`src/rtl/hilo_muldiv_ctrl.sv`:
```
// HI/LO multiply/divide sequencer: one write command per MULT/DIV/MADD/MSUB/MTHI/MTLO.
// Optional macro HILO_FWD_EN: drop Stall during WRITE so readers forward the write data.
module hilo_muldiv_ctrl #(
  parameter int          MUL_LATENCY = 2,
  parameter logic [31:0] DIV_ZERO_LO = 32'hFFFFFFFF
) (
  input  logic        Clk,
  input  logic        Reset,
  input  logic        Start,
  input  logic [2:0]  Op,
  input  logic [31:0] A,
  input  logic [31:0] B,
  input  logic [31:0] CurHi,
  input  logic [31:0] CurLo,
  input  logic        ReadReq,
  output logic [31:0] WriteHiData,
  output logic [31:0] WriteLoData,
  output logic        WriteEn,
  output logic        Busy,
  output logic        Done,
  output logic        Stall
);

  typedef enum logic [2:0] {
    S_IDLE  = 3'd0,
    S_MUL   = 3'd1,
    S_DIV   = 3'd2,
    S_FIX   = 3'd3,
    S_WRITE = 3'd4
  } state_t;

  typedef enum logic [1:0] {
    ACC_NONE = 2'd0,
    ACC_ADD  = 2'd1,
    ACC_SUB  = 2'd2
  } acc_t;

  localparam logic [4:0] MUL_CNT_INIT = 5'(MUL_LATENCY - 1);

  function automatic logic [31:0] abs32(input logic [31:0] v);
    abs32 = v[31] ? (32'd0 - v) : v;
  endfunction

  state_t      state_q, state_d;
  acc_t        acc_q, acc_d;
  logic [4:0]  cnt_q, cnt_d;
  logic [31:0] opa_q, opa_d;
  logic [31:0] opb_q, opb_d;
  logic        sgn_q, sgn_d;
  logic        qneg_q, qneg_d;
  logic        rneg_q, rneg_d;
  logic [31:0] rem_q, rem_d;
  logic [31:0] quo_q, quo_d;
  logic [31:0] hi_q, hi_d;
  logic [31:0] lo_q, lo_d;
  logic        we_q, we_d;
  logic        busy_q, busy_d;

  logic [63:0] ext_a_s, ext_b_s, prod_s, cur_s;
  logic [32:0] r33_s, diff_s;

  // Sign- or zero-extending to 64 bits makes one 64-bit multiply serve both signednesses.
  assign ext_a_s = {(sgn_q ? {32{opa_q[31]}} : 32'd0), opa_q};
  assign ext_b_s = {(sgn_q ? {32{opb_q[31]}} : 32'd0), opb_q};
  assign prod_s  = ext_a_s * ext_b_s;
  assign cur_s   = {CurHi, CurLo};

  // Restoring step: quo_q holds the dividend bits still to be shifted in.
  assign r33_s  = {rem_q, quo_q[31]};
  assign diff_s = r33_s - {1'b0, opb_q};

  // Next-state and datapath update.
  always_comb begin
    state_d = state_q;
    acc_d   = acc_q;
    cnt_d   = cnt_q;
    opa_d   = opa_q;
    opb_d   = opb_q;
    sgn_d   = sgn_q;
    qneg_d  = qneg_q;
    rneg_d  = rneg_q;
    rem_d   = rem_q;
    quo_d   = quo_q;
    hi_d    = hi_q;
    lo_d    = lo_q;
    case (state_q)
      S_IDLE: begin
        if (Start) begin
          case (Op)
            3'd0, 3'd1, 3'd4, 3'd5: begin
              state_d = S_MUL;
              cnt_d   = MUL_CNT_INIT;
              opa_d   = A;
              opb_d   = B;
              sgn_d   = (Op != 3'd1);
              if (Op == 3'd4) begin
                acc_d = ACC_ADD;
              end else if (Op == 3'd5) begin
                acc_d = ACC_SUB;
              end else begin
                acc_d = ACC_NONE;
              end
            end
            3'd2, 3'd3: begin
              if (B == 32'd0) begin
                state_d = S_WRITE;
                hi_d    = A;
                lo_d    = DIV_ZERO_LO;
              end else begin
                state_d = S_DIV;
                cnt_d   = 5'd31;
                rem_d   = 32'd0;
                if (Op == 3'd2) begin
                  quo_d  = abs32(A);
                  opb_d  = abs32(B);
                  qneg_d = A[31] ^ B[31];
                  rneg_d = A[31];
                end else begin
                  quo_d  = A;
                  opb_d  = B;
                  qneg_d = 1'b0;
                  rneg_d = 1'b0;
                end
              end
            end
            3'd6: begin
              state_d = S_WRITE;
              hi_d    = A;
              lo_d    = CurLo;
            end
            3'd7: begin
              state_d = S_WRITE;
              hi_d    = CurHi;
              lo_d    = A;
            end
            default: begin
              state_d = S_IDLE;
            end
          endcase
        end else begin
          state_d = S_IDLE;
        end
      end
      S_MUL: begin
        if (cnt_q == 5'd0) begin
          state_d = S_WRITE;
          case (acc_q)
            ACC_ADD: {hi_d, lo_d} = cur_s + prod_s;
            ACC_SUB: {hi_d, lo_d} = cur_s - prod_s;
            default: {hi_d, lo_d} = prod_s;
          endcase
        end else begin
          cnt_d = cnt_q - 5'd1;
        end
      end
      S_DIV: begin
        if (!diff_s[32]) begin
          rem_d = diff_s[31:0];
          quo_d = {quo_q[30:0], 1'b1};
        end else begin
          rem_d = r33_s[31:0];
          quo_d = {quo_q[30:0], 1'b0};
        end
        if (cnt_q == 5'd0) begin
          state_d = S_FIX;
        end else begin
          cnt_d = cnt_q - 5'd1;
        end
      end
      S_FIX: begin
        state_d = S_WRITE;
        hi_d    = rneg_q ? (32'd0 - rem_q) : rem_q;
        lo_d    = qneg_q ? (32'd0 - quo_q) : quo_q;
      end
      S_WRITE: begin
        state_d = S_IDLE;
      end
      default: begin
        state_d = S_IDLE;
      end
    endcase
    we_d   = (state_d == S_WRITE);
    busy_d = (state_d != S_IDLE);
  end

  // State and datapath registers; reset discards any operation in flight.
  always_ff @(posedge Clk) begin
    if (Reset) begin
      state_q <= S_IDLE;
      acc_q   <= ACC_NONE;
      cnt_q   <= 5'd0;
      opa_q   <= 32'd0;
      opb_q   <= 32'd0;
      sgn_q   <= 1'b0;
      qneg_q  <= 1'b0;
      rneg_q  <= 1'b0;
      rem_q   <= 32'd0;
      quo_q   <= 32'd0;
      hi_q    <= 32'd0;
      lo_q    <= 32'd0;
      we_q    <= 1'b0;
      busy_q  <= 1'b0;
    end else begin
      state_q <= state_d;
      acc_q   <= acc_d;
      cnt_q   <= cnt_d;
      opa_q   <= opa_d;
      opb_q   <= opb_d;
      sgn_q   <= sgn_d;
      qneg_q  <= qneg_d;
      rneg_q  <= rneg_d;
      rem_q   <= rem_d;
      quo_q   <= quo_d;
      hi_q    <= hi_d;
      lo_q    <= lo_d;
      we_q    <= we_d;
      busy_q  <= busy_d;
    end
  end

  assign WriteHiData = hi_q;
  assign WriteLoData = lo_q;
  assign WriteEn     = we_q;
  assign Done        = we_q;
  assign Busy        = busy_q;

`ifdef HILO_FWD_EN
  assign Stall = ReadReq && busy_q && !we_q;
`else
  assign Stall = ReadReq && busy_q;
`endif

endmodule

```
`config.mk`:
```
export PLATFORM = sky130hd
export DESIGN_NAME = hilo_muldiv_ctrl
export DESIGN_NICKNAME = d
export VERILOG_FILES = /design/src/rtl/hilo_muldiv_ctrl.sv
export SDC_FILE = /design/constraint.sdc
export NUM_CORES = 2
export LEC_CHECK = 0
export CORE_ASPECT_RATIO = 2
export CORE_MARGIN = 5
export CORE_UTILIZATION = 33
export CTS_BUF_LIST = sky130_fd_sc_hd__clkbuf_4 sky130_fd_sc_hd__clkbuf_8
export DETAILED_ROUTE_END_ITERATION = 8
export GPL_TIMING_DRIVEN = 1
export SLEW_MARGIN = 20
export SYNTH_ARGS = -nofsm -noshare
export SYNTH_HDL_FRONTEND = slang
export SYNTH_SLANG_ARGS = --single-unit
```
`constraint.sdc`:
```
create_clock -name Clk -period 14.68 [get_ports Clk]
set_clock_uncertainty 0.2 [all_clocks]
set_input_delay 2.936 -clock Clk [delete_from_list [all_inputs] [get_ports Clk]]
set_output_delay 2.936 -clock Clk [all_outputs]
set_load 0.05 [all_outputs]
```
==> results.toml <==
[logic_synthesis]
ys_ff_latch = 207
async_flop_share = 0
netlist_instances = 8327
synth_edf_count = 0
ys.warnings.count = 0
seq_area_frac_synth = 0.05901
synth_ff_type = "dfxtp_1"
syn_avg_cell_area_um2 = 8.433
synthesis.area_um2 = 70220
syn_nets = 10370
netlist-cell-type-count = 90

[hold_path]
hp-class = "flip-flop to flip-flop"

[floorplanning]
rows = 239
io_pins = 203
die_h_um = 662.4
dieArea_um2 = 222700
initial_core_util = 0.3317
core-area_um2 = 211700
die_w_um = 336.2

[sta]
worst_pin_slew_ns = 1.305
min_period_ns = 14.44
drv_slew = 0
setup_viol_count_final = 0
slew_headroom = 0.1298
rsz0062_at_grt = "false"
period_share = 0.9834
fmax_mhz = 69.27
fin_ws_ns = 0.2444
hold_violations = 0

[global_routing]
use_met2 = 0.5030
grt_pass1_vias = 66140
grt_use_met3 = 0.02225
use_met1 = 0.2570
antenna_found_initial = 13
grt_first_pass_wirelength_um = 432200
grt_max_degree = 69
grt_overflow = 0
busiest_layer = "met2"
groute.usage.overall = 0.2630

[pwr]
ir_drop_v = 0.00007205
power_per_cell_area_nw_per_um2 = 71.51
p_leak_nw = 36.81

[cts]
cts_hold_buf = 0
tritoncts = "done"
h-tree-depth = 2
clockBufferDepth = 3
cts_buffers = 36
postCtsSetupRepairBufs = 0
clk_pin_slew_ns = 0.08
root_buffer = "clkbuf_8"
clk_latency_ns = 0.69
clock-sinks = 207

[setup_path]
cp_top_family = "adder cells"
critPathArrivalTime_ns = 14.75
critical_path_buf_inv_count = 11
regToRegSetupSlack_ns = 0.24
worstSetupPathType = "flip-flop to flip-flop"
startpoint_type = "flip-flop"
cp_max_fo = 13
crit_top_cell = "fa_1"
crit_path_max_incr_delay_ns = 0.84
cp-end-kind = "flip-flop"
cpMaxStageDelayCell = "dfxtp_1"
critPathRequiredTime_ns = 15.00

[drt]
routed_wl_um = 292700
drtPass1Iterations = 7
drtIter0Drc = 3641
wl_per_cell_um = 26.30
vias = 59430
drc = 0
avgViaCountPerCell = 5.338
postRouteAntennaNets = 0

[cells_and_area]
utilization = 0.3615
drive_above_1_share = 0.04405
n_fill_cell = 22030
finalNetCount = 10370
syn_to_final_growth_pct = 9.002

[outcome]
status = "finished, final reports clean"

[placement]
dp_hpwl_um = 251300
pre_cts_ws_ns = 0.05184
place.gp.congestion = 1.031
portBuffers = 202

[run]
cap_violations = 0
routing by layer:
layer | wire length, µm | part of all wire | up-vias
li1 | - | - | 25990
met1 | 94330 | 0.32 | 30400
met2 | 156500 | 0.53 | 2138
met3 | 12150 | 0.042 | 889
met4 | 29730 | 0.10 | 2
met5 | 13 | 0.000044 | -
tightest hold or removal path, stage by stage (launching register included):
cell	delay [ns]
dfxtp_1	0.31
nand2_1	0.05
a21oi_1	0.05
per-stage QoR:
step	TNS [ns]	total power, mW	hold slack [ns]	std cells	area, µm²
finish	0	5.474	0.2553	11130	76540
global route	0	5.763	0.2662	11130	76530
CTS	0	5.421	0.2575	11130	76500
detailed placement	0	4.723	0.2464	11060	75730
global placement	-4.242	4.750	0.2438	11060	75710
floorplan	0	3.110	0.2486	8327	70220
cell usage in the layout, fill, tap and decap left out, types with 83 or more instances in the layout:
| master | count |
|---|---|
| a211oi_1 | 108 |
| a21o_1 | 83 |
| a21oi_1 | 439 |
| and2_1 | 558 |
| buf_4 | 211 |
| clkdlybuf4s50_1 | 200 |
| dfxtp_1 | 200 |
| fa_1 | 1436 |
| ha_1 | 466 |
| inv_1 | 1750 |
| nand2_1 | 887 |
| nor2_1 | 385 |
| o21ai_0 | 224 |
| xnor2_1 | 185 |
| xor2_1 | 105 |
final cells by class:
type | instances | area (µm²) | area share
multi-input combinational | 5916 | 57930 | 0.7568
clock inverter | 10 | 73.82 | 0.0009644
inverter | 1753 | 6580 | 0.08597
clock buffer | 53 | 691.9 | 0.009040
tap | 2771 | 3467 | 0.04530
sequential | 207 | 4153 | 0.05425
timing repair buffer | 415 | 3633 | 0.04747
antenna | 7 | 17.52 | 0.0002289
synth_stat cells, drive strengths merged (60+ instances only):
library cell / n / area share
and2: 558 / 0.050
xor2: 105 / 0.013
nor3: 84 / 0.0060
clkbuf: 414 / 0.022
ha: 468 / 0.083
inv: 1750 / 0.094
a211oi: 112 / 0.012
nor2: 393 / 0.021
nand2: 887 / 0.047
a21o: 83 / 0.0089
xnor2: 185 / 0.023
o21ai: 229 / 0.016
dfxtp: 207 / 0.059
nand3: 60 / 0.0043
fa: 1436 / 0.41
a21oi: 440 / 0.031
where the power goes:
| part | internal (mW) | total (mW) | switching [mW] |
|---|---|---|---|
| clock | 0.308 | 0.652 | 0.345 |
| sequential | 0.612 | 0.717 | 0.105 |
| combinational | 1.32 | 4.10 | 2.79 |
worst paths after layout:
kind	start	end	cells after the start
worst max register to register	opa_q[4]	WriteHiData[30]	42
worst max-delay path	opa_q[4]	WriteHiData[30]	42
worst min-delay path	opb_q[22]	opb_q[22]	2
worst min register to register	opb_q[22]	opb_q[22]	2
state kept, by name (all words and copies together), names as in the netlist:
signal / cells
opa_q: 32
Done: 1
Busy: 1
qneg_q: 1
opb_q: 32
WriteLoData: 32
sgn_q: 1
rneg_q: 1
cnt_q: 5
acc_q: 2
quo_q: 32
state_q: 3
WriteHiData: 32
rem_q: 32
repair_timing:
item,4_1_cts,5_1_grt
pin swaps,0,0
resized for setup,1,5
setup endpoints to repair,1,3
cells by family (layout without fill, tap and decap cells):
kind of cell / Yosys count / after routing / share of synthesized area
AND/OR/NAND/NOR: 2280 / 2280 / 0.1567
other: 0 / 7 / 0
XOR/XNOR: 290 / 290 / 0.03617
multiplexers: 57 / 57 / 0.008196
buffers and inverters: 2204 / 2231 / 0.1182
flip-flops: 207 / 207 / 0.05901
adder cells (fa/ha/maj): 1905 / 1905 / 0.4929
AO/OA/AOI/OAI: 1384 / 1384 / 0.1288
(Power assumes the default switching activity.)
